===== config.mk =====
export PLATFORM = sky130hd
export DESIGN_NAME = proc_control_fsm
export DESIGN_NICKNAME = d
export VERILOG_FILES = /design/src/rtl/proc_control_fsm.sv
export SDC_FILE = /design/constraint.sdc
export NUM_CORES = 1
export LEC_CHECK = 0
export ABC_AREA = 1
export BUFFER_PORTS_ARGS = -buffer_cell sky130_fd_sc_hd__buf_2
export CORE_MARGIN = 2
export CORE_UTILIZATION = 43
export CTS_CLUSTER_DIAMETER = 120
export DETAILED_ROUTE_END_ITERATION = 12
export GPL_TIMING_DRIVEN = 0
export HOLD_SLACK_MARGIN = 0.15
export PLACE_DENSITY = 0.76
export RECOVER_POWER = 100
export SLEW_MARGIN = 20
export SYNTH_ARGS = -nofsm -noshare
export SYNTH_HDL_FRONTEND = slang
export SYNTH_SLANG_ARGS = --single-unit

===== constraint.sdc =====
create_clock -name clock -period 1.6 [get_ports clock]
set_input_delay 0.08 -clock clock [delete_from_list [all_inputs] [get_ports clock]]
set_output_delay 0.08 -clock clock [all_outputs]
set_load 0.1 [all_outputs]

===== src/rtl/proc_control_fsm.sv =====
// ---------------------------------------------------------------------------
// proc_control_fsm
//
// Multi-cycle control unit for the 16-bit bus datapath. It captures a 9-bit
// instruction word from din while idle, sequences it over up to three
// execution cycles (T1..T3), and pulses done in the final cycle. It is the
// sole driver of the register bank's select key and write strobe, and also
// drives the A/G operand latch enables, the ALU op and the bus mux select.
//
// Instruction word (IR): [8:6] opcode, [5:3] Rx, [2:0] Ry.
//   000 mv   Rx,Ry   : T1 G<=Ry, T2 Rx<=G
//   001 mvi  Rx,#D   : T1 Rx<=din (immediate must be on din during T1)
//   010 add  Rx,Ry   : T1 A<=Rx, T2 G<=A+Ry, T3 Rx<=G
//   011 sub  Rx,Ry   : T1 A<=Rx, T2 G<=A-Ry, T3 Rx<=G
//   100 mvnz Rx,Ry   : like mv, T2 write only when g_nz (CTRL_MVNZ_EN only)
//   others           : NOP, done in T1
//
// Build option: define CTRL_MVNZ_EN to enable opcode 100 as mvnz. Without
// it, opcode 100 is a NOP and g_nz is ignored.
//
// Handshake: run is a level request sampled only at a clock edge in IDLE;
// there is no ready/ack other than busy (high whenever not IDLE) and done
// (one-cycle pulse in the last cycle of each accepted instruction).
//
// Ports:
//   clock     in   rising-edge clock (shared with the register bank)
//   resetn    in   asynchronous active-low reset
//   run       in   start request
//   din       in   instruction word (IDLE) / immediate word (T1 of mvi)
//   g_nz      in   G register non-zero flag (mvnz only)
//   bank_key  out  register select for the bank (read and write)
//   bank_w    out  register bank write enable
//   a_en      out  A latch load enable
//   g_en      out  G latch load enable
//   alu_op    out  00 pass, 01 A+bus, 10 A-bus
//   bus_sel   out  00 bank, 01 din, 10 G
//   done      out  final-cycle pulse
//   busy      out  state != IDLE
//   fsm_state out  current FSM state (debug observation)
// ---------------------------------------------------------------------------
module proc_control_fsm #(
  parameter int DATA_W = 16,
  parameter int SEL_W  = 3
) (
  input  logic              clock,
  input  logic              resetn,
  input  logic              run,
  input  logic [DATA_W-1:0] din,
  input  logic              g_nz,
  output logic [SEL_W-1:0]  bank_key,
  output logic              bank_w,
  output logic              a_en,
  output logic              g_en,
  output logic [1:0]        alu_op,
  output logic [1:0]        bus_sel,
  output logic              done,
  output logic              busy,
  output logic [1:0]        fsm_state
);

  localparam logic [1:0] IDLE = 2'd0;
  localparam logic [1:0] T1   = 2'd1;
  localparam logic [1:0] T2   = 2'd2;
  localparam logic [1:0] T3   = 2'd3;

  localparam logic [2:0] OP_MV   = 3'b000;
  localparam logic [2:0] OP_MVI  = 3'b001;
  localparam logic [2:0] OP_ADD  = 3'b010;
  localparam logic [2:0] OP_SUB  = 3'b011;
  localparam logic [2:0] OP_MVNZ = 3'b100;

  localparam logic [1:0] ALU_PASS = 2'b00;
  localparam logic [1:0] ALU_ADD  = 2'b01;
  localparam logic [1:0] ALU_SUB  = 2'b10;

  localparam logic [1:0] BUS_BANK = 2'b00;
  localparam logic [1:0] BUS_DIN  = 2'b01;
  localparam logic [1:0] BUS_G    = 2'b10;

  logic [1:0] state;
  logic [1:0] state_nxt;
  logic [8:0] ir;

  logic [2:0] opcode;
  logic [2:0] rx;
  logic [2:0] ry;

  assign opcode = ir[8:6];
  assign rx     = ir[5:3];
  assign ry     = ir[2:0];

  // Upper din bits are never decoded; g_nz only matters with mvnz enabled.
`ifdef CTRL_MVNZ_EN
  logic unused_bits;
  assign unused_bits = &{1'b0, din[DATA_W-1:9]};
`else
  logic unused_bits;
  assign unused_bits = &{1'b0, din[DATA_W-1:9], g_nz};
`endif

  // State and IR registers
  always_ff @(posedge clock or negedge resetn) begin
    if (!resetn) begin
      state <= IDLE;
      ir    <= 9'd0;
    end else begin
      state <= state_nxt;
      if (state == IDLE && run) begin
        ir <= din[8:0];
      end
    end
  end

  // Next-state logic
  always_comb begin
    state_nxt = IDLE;
    case (state)
      IDLE: state_nxt = run ? T1 : IDLE;
      T1: begin
        case (opcode)
          OP_MV, OP_ADD, OP_SUB: state_nxt = T2;
`ifdef CTRL_MVNZ_EN
          OP_MVNZ:               state_nxt = T2;
`endif
          default:               state_nxt = IDLE;
        endcase
      end
      T2: begin
        case (opcode)
          OP_ADD, OP_SUB: state_nxt = T3;
          default:        state_nxt = IDLE;
        endcase
      end
      default: state_nxt = IDLE;
    endcase
  end

  // Output decode of (state, IR). Everything defaults to 0, so IDLE and
  // reset produce all-zero outputs without any special casing.
  always_comb begin
    bank_key = '0;
    bank_w   = 1'b0;
    a_en     = 1'b0;
    g_en     = 1'b0;
    alu_op   = ALU_PASS;
    bus_sel  = BUS_BANK;
    done     = 1'b0;
    case (state)
      T1: begin
        case (opcode)
          OP_MV: begin
            bank_key = SEL_W'(ry);
            g_en     = 1'b1;
          end
`ifdef CTRL_MVNZ_EN
          OP_MVNZ: begin
            bank_key = SEL_W'(ry);
            g_en     = 1'b1;
          end
`endif
          OP_MVI: begin
            bank_key = SEL_W'(rx);
            bus_sel  = BUS_DIN;
            bank_w   = 1'b1;
            done     = 1'b1;
          end
          OP_ADD, OP_SUB: begin
            bank_key = SEL_W'(rx);
            a_en     = 1'b1;
          end
          default: done = 1'b1;
        endcase
      end
      T2: begin
        case (opcode)
          OP_MV: begin
            bank_key = SEL_W'(rx);
            bus_sel  = BUS_G;
            bank_w   = 1'b1;
            done     = 1'b1;
          end
`ifdef CTRL_MVNZ_EN
          OP_MVNZ: begin
            bank_key = SEL_W'(rx);
            bus_sel  = BUS_G;
            bank_w   = g_nz;
            done     = 1'b1;
          end
`endif
          OP_ADD, OP_SUB: begin
            bank_key = SEL_W'(ry);
            alu_op   = (opcode == OP_SUB) ? ALU_SUB : ALU_ADD;
            g_en     = 1'b1;
          end
          default: ;
        endcase
      end
      T3: begin
        if (opcode == OP_ADD || opcode == OP_SUB) begin
          bank_key = SEL_W'(rx);
          bus_sel  = BUS_G;
          bank_w   = 1'b1;
          done     = 1'b1;
        end
      end
      default: ;
    endcase
  end

  assign busy      = (state != IDLE);
  assign fsm_state = state;

endmodule


# After elaboration in Yosys (flattened, before gate mapping)
# Cells that the tools add are included.
dict set report classes {
  addsub 0
  multipliers 0
  n_div 0
  magnitude_cmp 0
  eq_ne 6
  shift 0
  n_mux 24
  bitwise 0
  n_reduce_logical 8
}
# cell n
set ops {}
lappend ops {{2-bit 2-to-1 mux} 7}
lappend ops {{2-bit case mux with 3 select lines} 2}
lappend ops {{3-bit case mux with 2 select lines} 2}
lappend ops {{3-bit case mux with 3 select lines} 1}
lappend ops {{1-bit 2-to-1 mux} 8}
lappend ops {{3-bit by 2-bit == test with 1-bit output, second input constant} 2}
lappend ops {{1-bit case mux with 3 select lines} 2}
lappend ops {{3-bit OR reduction} 2}
lappend ops {{2-bit == test, second input constant} 2}
lappend ops {{3-bit by 1-bit == test with 1-bit output, second input constant} 1}
lappend ops {{3-bit logical NOT} 1}
lappend ops {{3-bit 2-to-1 mux} 1}
lappend ops {{2-bit by 1-bit == test with 1-bit output, second input constant} 1}
lappend ops {{2-bit logical NOT} 1}
lappend ops {{1-bit case mux with 2 select lines} 1}
lappend ops {{2-bit nonzero test} 1}
lappend ops {{2-bit OR reduction} 1}
lappend ops {{1-bit logical AND} 1}
lappend ops {{1-bit logical OR} 1}
dict set report word_totals {
  register_bits 11
  latchBits 0
  ramBits 0
  rom_bits 0
  in_bits 20
  out_inout_bits 14
  word_cells 40
  n_memories 0
}

# Logic depth before layout (Yosys ltp)
# Gate-level depths: netlist of run 1.
dict set report logic_depth {
  ltp_word 4
  ltp_mapped 8
  depth_no_buf 8
}

# Worst setup path before layout of run 1
# No wires, ideal clock.
dict set report synth_path {
  path_type {register -> output}
  from {register state[0] (netlist: fsm_state[0])}
  to {output port g_en}
  arrival_ns 3.663
  setup_slack_ns -2.143
  path_stages_with_launch 4
  cell_sequence {dfrtp_1 > inv_1 > ha_1 > a21boi_0}
}
dict set report synth_between {
  elab_chain_cells 2
  word_cells_on_any_way 3
  classes_between {eq/ne (2); mux (1)}
}
# element line
set synth_rtl {}
lappend synth_rtl {{start: declaration} 80} ;# logic [1:0] state;
lappend synth_rtl {{start signal: assignment} 107} ;# state <= state_nxt;
lappend synth_rtl {{2-bit == test / 2-bit by 1-bit == test with 1-bit output (equally long branches)} 148} ;# case (state)
lappend synth_rtl {{1-bit case mux with 2 select lines *} 148}
lappend synth_rtl {{end: declaration} 53} ;# output logic g_en,
# Every way passes the cells marked *; elsewhere a longest branch is shown, timed or not.

# Worst setup path in the final report of run 1
dict set report layout_path {
  from {register ir[6]}
  to {output port bank_key[2]}
}
dict set report layout_between {
  elab_chain_cells 4
  word_cells_on_any_way 11
  classes_between {eq/ne (3); mux (4); reduce/logical (4)}
}
# element line
set layout_rtl {}
lappend layout_rtl {{start: declaration} 82} ;# logic [8:0] ir;
lappend layout_rtl {{start signal: assignment} 109} ;# ir <= din[8:0];
lappend layout_rtl {{3-bit by 2-bit == test with 1-bit output / 3-bit by 1-bit == test with 1-bit output (equally long branches)} {150, 175, 199}}
lappend layout_rtl {{3-bit OR reduction (no line) (tied with other cells)} --}
lappend layout_rtl {{3-bit case mux with 2 select lines (tied with other cells)} 150} ;# case (opcode)
lappend layout_rtl {{3-bit case mux with 3 select lines *} 148}
lappend layout_rtl {{end: declaration} 50} ;# output logic [SEL_W-1:0] bank_key,
# Marks and branches as above.

==> flow_metrics.env, run 1 <==
export IMPL_critical_path_max_fanout=5
export IMPL_n_antenna_cell=0
export IMPL_crit_type="reg -> out"
export IMPL_drt_antenna_violating_nets=0
export IMPL_post_synth_top_area_cell="dfrtp_1"
export IMPL_clock_sinks=11
export IMPL_worst_slack_ns=-0.336
export IMPL_grt_overflow=0
export IMPL_total_power_w=0.00301
export IMPL_critPathLaunch="ir[6]"
export IMPL_port_buffers=25
export IMPL_worstSetupEndpoint="bank_key[2]"
export IMPL_via_count=787
export IMPL_drv_cap=0
export IMPL_wl_per_cell_um=20.5
export IMPL_r2r_end="ir[5]"
export IMPL_violations="negative setup slack"
export IMPL_grtUsageTotal_pct=24.1
export IMPL_antenna_found_initial=0
export IMPL_hold_path_class="in -> reg"
export IMPL_htreeDepth=1
export IMPL_synthDistinctLibCells=17
export IMPL_worst_setup_path_start_kind="register"
export IMPL_rsz0062_at_grt="true"
export IMPL_initial_core_util_pct=45.0
export IMPL_slew_violations=0
export IMPL_clock_skew_ns=0.00413
export IMPL_ir_worst_vdd_mv=1.84
export IMPL_fin_crit_sh_pct=121
export IMPL_grt_pass1_wl_um=3370
export IMPL_cts_buffers=3
export IMPL_first_global_vias=754
export IMPL_ys_warnings_count=0
export IMPL_clk_latency_ns=0.27
export IMPL_yosys_top_cells_area="dfrtp_1 (41%), ha_1 (11%), mux2_2 (10%)"
export IMPL_core_area_um2=1490
export IMPL_worst_r2r_path_depth=6
export IMPL_fin_util_pct=95.6
export IMPL_timing_hold_violations_final=0
export IMPL_drive_gt1_share_pct=65.6
export IMPL_gp_congestion=0.778
export IMPL_slew_headroom_pct=56.9
export IMPL_die_h_um=43.5
export IMPL_critical_path_endpoint_type="output port"
export IMPL_period_needed_ns=1.94
export IMPL_drtPass1Iterations=4
export IMPL_area_growth_syn_to_layout_pct=112
export IMPL_reg2reg_from="fsm_state[0]"
export IMPL_rows=14
export IMPL_outcome="finished with violations"
export IMPL_finalSetupViolations=15
export IMPL_vias_per_cell=5.58
export IMPL_cts_tree="built"
export IMPL_setup_tns_ns=-2.04
export IMPL_syn_avg_cell_area_um2=8.82
export IMPL_wirelength_um=2900
export IMPL_ioPinCount=34
export IMPL_ys_ff_latch=11
export IMPL_synth_nets=102
export IMPL_clk_transition_reported_paths_ns=0.07
export IMPL_synth_area_um2=671
export IMPL_drc=0
export IMPL_synthCells=76
export IMPL_fmax_mhz=517
export IMPL_nets=152
export IMPL_drt_iter0_markers=28
export IMPL_fp_dieW_um=43.5
export IMPL_cts_buffer_depth=2
export IMPL_reg2reg_slack_ns=-0.03
export IMPL_leakagePower_nw=0.626
export IMPL_die_area_um2=1890
export IMPL_worstPathArrival_ns=1.86
export IMPL_cp_required_ns=1.52
export IMPL_synth_top_area_share_pct=41.0
export IMPL_hold_depth=4
export IMPL_grt_max_degree=12
export IMPL_cts_root_buffer="clkbuf_4"
export IMPL_power_per_cell_area_nw_per_um2=2120
export IMPL_hpwl_um=1190
export IMPL_layout_common_cells="dlygate4sd3_1 (10), buf_2 (10), buf_12 (10)"
export IMPL_seq_area_frac_synth_pct=41.0
export IMPL_worst_pin_slew_ns=0.646
## synth_stat cells
master / count
a21boi_0: 1
a21oi_1: 8
buf_6: 1
dfrtp_1: 11
ha_1: 6
inv_1: 7
inv_2: 2
mux2_2: 6
nand2_1: 13
nand2_2: 3
nand3_1: 5
nand3_2: 1
nand4_1: 1
nor2_1: 8
nor2_4: 1
nor3_1: 1
o21ai_0: 1
## worst min-delay path by stage
stage	from	endpoint	slack, ns
detailed placement	resetn	ir[5]	-0.04
CTS	resetn	ir[5]	0.21
floorplan	resetn	ir[0]	-0.22
global placement	resetn	ir[5]	-0.05
global route	run	ir[8]	0.23
finish	run	ir[8]	0.24
## cells by family after synthesis
group           after synthesis  share of synthesized area [%]
compound gates               10                           7.84
fa+ha+maj                     6                           11.2
buf+inv                      10                           6.72
flops                        11                           41.0
mux                           6                           10.1
simple gates                 33                           23.1
## sequential cells by signal, summed over array words and instances, names as in the netlist
name	flops
ir	9
fsm_state	2
## cell type report
cell class,instances,area (um2)
Multi-Input combinational cell,55,562
Timing Repair Buffer,45,469
Sequential cell,11,284
Fill cell,34,65.1
Inverter,9,51.3
Clock buffer,4,26.3
Tap cell,16,20.0
Buffer,1,11.3
## stage by stage
| stage | std cells | area [um2] | hold slack [ns] | setup WS, ns |
|---|---|---|---|---|
| 2_1_floorplan | 76 | 825 | -0.216 | -0.293 |
| 3_5_place_dp | 117 | 970 | -0.0431 | -0.167 |
| 3_3_place_gp | 117 | 970 | -0.0461 | -0.168 |
| 4_1_cts | 134 | 1290 | 0.209 | -0.219 |
| 6_report | 141 | 1420 | 0.242 | -0.336 |
| 5_1_grt | 141 | 1420 | 0.234 | -0.357 |
## critical path: stages (launching register included)
cell and delay (ns):
dfrtp_1 0.48, nor2_1 0.29, nand3_2 0.17, nand2_2 0.13, nand2_1 0.13, a21oi_4 0.19, buf_12 0.18
## repair_timing
action,in CTS,in global routing
buffers inserted,3,7
gates resized for setup,41,17
endpoints found under the setup margin,12,15
hold buffers,10,0
hold endpoints to repair,20,0
pin swaps,7,8
## metal layers
layer / share of wire, % / track usage [%] / vias up
met4: 3.5 / 12.1 / 0
met1: 38 / 28.4 / 383
met5: 0 / 0 / -
met3: 5.2 / 2.50 / 14
met2: 53 / 43.3 / 44
li1: - / - / 346
## where the power goes
part	leakage (nW)	internal [W]	total (W)	switching, W
Combinational	0.485	0.000792	0.00218	0.00138
Clock	0.0150	0.0000966	0.000197	0.0000999
Sequential	0.125	0.000432	0.000641	0.000208
Total	0.626	0.00132	0.00301	0.00169
No activity file was read; power rests on OpenSTA's default activity.
==> run 2, diff against run 1 <==
TNS_END_PERCENT = 30   (was not set)
==> run 2 against run 1 <==
  * Core utilization down 3.8 points
  * Clock-buffer cell count unchanged
  * Register-to-register slack better by 0.05 ns
  * Largest power group unchanged
  * Via count down 9.5%
  * The run still ends with negative setup slack left
  * Die area unchanged
==> flow_metrics.env, run 2 (synthesis results as in run 1) <==
export IMPL_outcome="finished with violations"
export IMPL_violations="negative setup slack"
export IMPL_dp_slack_ns=-0.178
export IMPL_hold_path_class="in -> reg"
export IMPL_cp_required_ns=1.52
export IMPL_drtPass1Iterations=4
export IMPL_fmax_mhz=548
export IMPL_rows=14
export IMPL_n_antenna_cell=0
export IMPL_critical_path_max_fanout=3
export IMPL_port_buffers=25
export IMPL_wirelength_um=2280
export IMPL_place_area_um2=950
export IMPL_clk_transition_reported_paths_ns=0.07
export IMPL_finalSetupViolations=8
export IMPL_final_common_cell="buf_2"
export IMPL_rsz0062_at_grt="true"
export IMPL_regArea_um2=283
export IMPL_cts_buffers=3
export IMPL_first_global_vias=739
export IMPL_clock_sinks=11
export IMPL_fp_dieW_um=43.5
export IMPL_drive_gt1_share_pct=63.1
export IMPL_reg2reg_slack_ns=0.02
export IMPL_critical_path_endpoint_type="output port"
export IMPL_grt_overflow=0
export IMPL_setup_tns_ns=-1.30
export IMPL_cts_root_buffer="clkbuf_4"
export IMPL_layout_common_cells="buf_2 (12), dlygate4sd3_1 (10), buf_12 (10)"
export IMPL_cp_cell_sequence="buf_4, ha_1, nand3_2, nand2_1, nand2_4, clkinvlp_4, buf_8"
export IMPL_ir_worst_vdd_mv=1.40
export IMPL_grt_pass1_wl_um=3220
export IMPL_finalNonFillerCells=138
export IMPL_slew_headroom_pct=60.9
export IMPL_slowest_stage="dfrtp_4"
export IMPL_htreeDepth=1
export IMPL_die_area_um2=1890
export IMPL_largest_reg_flops=9
export IMPL_design_area_um2=1370
export IMPL_clock_skew_ns=0.000729
export IMPL_slew_violations=0
export IMPL_initial_core_util_pct=45.0
export IMPL_worst_setup_path_start_kind="register"
export IMPL_wl_per_cell_um=16.5
export IMPL_worst_pin_slew_ns=0.587
export IMPL_drt_antenna_violating_nets=0
export IMPL_multi_input_area_um2=543
export IMPL_regMostFlops="ir"
export IMPL_leakagePower_nw=0.610
export IMPL_worstPathArrival_ns=1.74
export IMPL_via_count=712
export IMPL_worst_slack_ns=-0.224
export IMPL_drc=0
export IMPL_drv_cap=0
export IMPL_worst_path_largest_cell_delay_ns=0.49
export IMPL_dp_cells=117
export IMPL_fillerInstances=51
export IMPL_die_h_um=43.5
export IMPL_gp_congestion=0.782
export IMPL_timing_hold_violations_final=0
export IMPL_drt_iter0_markers=16
export IMPL_total_power_w=0.00274
export IMPL_nets=149
export IMPL_cts_tree="built"
export IMPL_hpwl_um=1180
export IMPL_ioPinCount=34
export IMPL_grt_max_degree=12
export IMPL_grtUsageTotal_pct=23.1
export IMPL_power_per_cell_area_nw_per_um2=2000
export IMPL_clk_latency_ns=0.26
export IMPL_period_needed_ns=1.82
export IMPL_vias_per_cell=5.16
export IMPL_core_area_um2=1490
export IMPL_cts_buffer_depth=2
export IMPL_crit_type="reg -> out"
export IMPL_fin_crit_sh_pct=114
export IMPL_area_growth_syn_to_layout_pct=104
export IMPL_antenna_found_initial=0
[run 2: cell types whose count changed in the layout (fill, tap and decap cells not counted), sizes merged]
cell      previous run  this run
buf                 33        31
clkbuf               7         6
clkinvlp             2         1
inv                  7         8
[run 2: worst paths after layout]
kind | startpoint | end | depth (start not counted)
min reg2reg | ir[2] | ir[2] | 1
min in group asynchronous | resetn | ir[7] | 2
min | run | ir[4] | 3
max in group asynchronous | resetn | fsm_state[1] | 2
max reg2reg | fsm_state[1] | ir[1] | 6
max | fsm_state[1] | bus_sel[1] | 7
[run 2: metrics by stage]
stage	util, %	hold WS, ns
6_report	91.8	0.247
5_1_grt	91.8	0.255
4_1_cts	85.2	0.208
3_5_place_dp	63.8	-0.0440
3_3_place_gp	63.8	-0.0430
2_1_floorplan	-	-0.216
[run 2: routing by layer]
metal / vias to the layer above / GRT usage [%] / part of all wire, %
met5: - / 0 / 0
met2: 17 / 41.8 / 55
met4: 0 / 9.70 / 0
met3: 0 / 3.33 / 1.8
li1: 337 / - / -
met1: 358 / 27.1 / 44
[run 2: worst max-delay path: cells and delay by family, from the launching register on]
kind          cells  cell delay (ns)
buf+inv           3             0.45
flops             1             0.49
simple gates      3             0.33
fa+ha+maj         1             0.20
[run 2: timing repair]
action | 4_1_cts | 5_1_grt
pin swaps | 9 | 4
cloned | 0 | 0
resized for setup | 44 | 17
hold endpoints to repair | 20 | 0
setup buffers | 3 | 4
endpoints found under the setup margin | 11 | 12
hold buffers | 10 | 0
[run 2: where the power goes]
part	total [W]	internal [W]	switching (W)	leakage [nW]
clock network	0.000184	0.0000963	0.0000875	0.0150
logic	0.00195	0.000687	0.00126	0.470
registers	0.000602	0.000430	0.000173	0.126
[run 2: layout make-up]
cell class / instances / area share (%)
Inverter: 9 / 3.29
Sequential cell: 11 / 20.7
Multi-Input combinational cell: 55 / 39.7
Buffer: 1 / 0.823
Timing Repair Buffer: 42 / 32.1
Tap cell: 16 / 1.46
Clock buffer: 4 / 1.92
==> run 3, diff against run 2 <==
SKIP_LAST_GASP = 1   (was not set)
TNS_END_PERCENT = 10   (was 30)
==> run 3 against run 2 <==
  * Die area stayed put
  * Clock-buffer cell count stayed put
  * Sequential power increased by 1%
  * Total power fell by 5.4%
  * The flow still finishes with violations (negative setup slack)
  * First-iteration DRC count fell by 63%
==> flow_metrics.env, run 3 (synthesis results as in run 1) <==
export IMPL_outcome="finished with violations"
export IMPL_violations="negative setup slack"
export IMPL_drc=0
export IMPL_clk_latency_ns=0.26
export IMPL_design_area_um2=1270
export IMPL_cts_buffers=3
export IMPL_initial_core_util_pct=45.0
export IMPL_cts_root_buffer="clkbuf_4"
export IMPL_worst_slack_ns=-0.215
export IMPL_worst_setup_path_start_kind="register"
export IMPL_critical_path_max_fanout=4
export IMPL_port_buffers=25
export IMPL_antenna_found_initial=0
export IMPL_hold_path_class="in -> reg"
export IMPL_rows=14
export IMPL_grt_pass1_wl_um=3260
export IMPL_grt_overflow=0
export IMPL_clock_skew_ns=0.00286
export IMPL_fmax_mhz=551
export IMPL_period_needed_ns=1.81
export IMPL_die_h_um=43.5
export IMPL_drive_gt1_share_pct=60.8
export IMPL_layout_common_cells="buf_2 (16), dlygate4sd3_1 (10), dfrtp_1 (9)"
export IMPL_leakagePower_nw=0.588
export IMPL_hpwl_um=1200
export IMPL_grt_max_degree=12
export IMPL_worst_pin_slew_ns=0.594
export IMPL_largest_reg_flops=9
export IMPL_cp_required_ns=1.52
export IMPL_n_antenna_cell=0
export IMPL_place_area_um2=950
export IMPL_timing_hold_violations_final=0
export IMPL_nets=147
export IMPL_rsz0062_at_grt="true"
export IMPL_drt_iter0_markers=6
export IMPL_power_per_cell_area_nw_per_um2=2040
export IMPL_drt_antenna_violating_nets=0
export IMPL_vias_per_cell=5.12
export IMPL_fp_dieW_um=43.5
export IMPL_htreeDepth=1
export IMPL_clock_sinks=11
export IMPL_first_global_vias=703
export IMPL_setup_tns_ns=-1.82
export IMPL_cts_buffer_depth=2
export IMPL_die_area_um2=1890
export IMPL_finalSetupViolations=11
export IMPL_drtPass1Iterations=3
export IMPL_final_common_cell="buf_2"
export IMPL_clk_transition_reported_paths_ns=0.07
export IMPL_drv_cap=0
export IMPL_slew_headroom_pct=60.4
export IMPL_via_count=696
export IMPL_wl_per_cell_um=14.6
export IMPL_core_area_um2=1490
export IMPL_wirelength_um=1990
export IMPL_slew_violations=0
export IMPL_regMostFlops="ir"
export IMPL_gp_congestion=0.740
export IMPL_area_growth_syn_to_layout_pct=89.2
export IMPL_critical_path_endpoint_type="output port"
export IMPL_fin_crit_sh_pct=113
export IMPL_ioPinCount=34
export IMPL_grtUsageTotal_pct=23.9
export IMPL_worstPathArrival_ns=1.73
export IMPL_cts_tree="built"
export IMPL_ir_worst_vdd_mv=1.58
export IMPL_crit_type="reg -> out"
run 3: cell type report:
type | count | area (um2)
buffer | 1 | 11.3
clock buffer | 4 | 26.3
fill | 88 | 220
inverter | 9 | 45.0
multi-input combinational | 55 | 533
sequential | 11 | 283
tap | 16 | 20.0
timing repair buffer | 40 | 350
run 3: per-stage QoR:
| step | setup WS (ns) | utilization [%] | total power (W) | std cells | hold WS (ns) |
|---|---|---|---|---|---|
| floorplan | -0.296 | - | 0.00182 | 76 | -0.216 |
| global placement | -0.154 | 63.8 | 0.00201 | 117 | -0.0464 |
| detailed placement | -0.178 | 63.8 | 0.00204 | 117 | -0.0437 |
| CTS | -0.234 | 81.7 | 0.00246 | 135 | 0.212 |
| global route | -0.292 | 85.2 | 0.00272 | 136 | 0.239 |
| finish | -0.215 | 85.2 | 0.00259 | 136 | 0.230 |
run 3: critical path: stages (launching register included):
cell and delay [ns]:
dfrtp_4 0.51, inv_4 0.08, ha_4 0.16, buf_4 0.11, nand4_1 0.20, o21ai_4 0.22
buf_12 0.19
run 3: path summary, 6_finish.rpt:
check | startpoint | endpoint | slack, ns | cells past startpoint
worst max-delay path | fsm_state[1] | bank_w | -0.21 | 6
worst min register to register | ir[2] | ir[2] | 0.52 | 1
max in group asynchronous | resetn | fsm_state[1] | 0.79 | 2
min in group asynchronous | resetn | fsm_state[0] | 0.37 | 2
worst max register to register | fsm_state[0] | ir[0] | 0.11 | 5
worst min-delay path | run | ir[5] | 0.23 | 3
run 3: repair_timing:
item,CTS,global route
endpoints found under the setup margin,11,12
hold endpoints to repair,20,0
pin swaps,7,7
buffers inserted,4,1
hold buffers,10,0
gates resized for setup,29,10
run 3: report_power, final:
part           internal [W]  switching [W]  total (W)
Sequential         0.000430       0.000178   0.000608
Clock             0.0000962      0.0000835   0.000180
Combinational      0.000594        0.00121    0.00180
run 3: routing by layer:
layer / global-route usage [%] / part of all wire, %
met1: 29.7 / 42
met2: 42.1 / 54
met3: 2.92 / 3.2
met4: 9.09 / 0.80
met5: 0 / 0
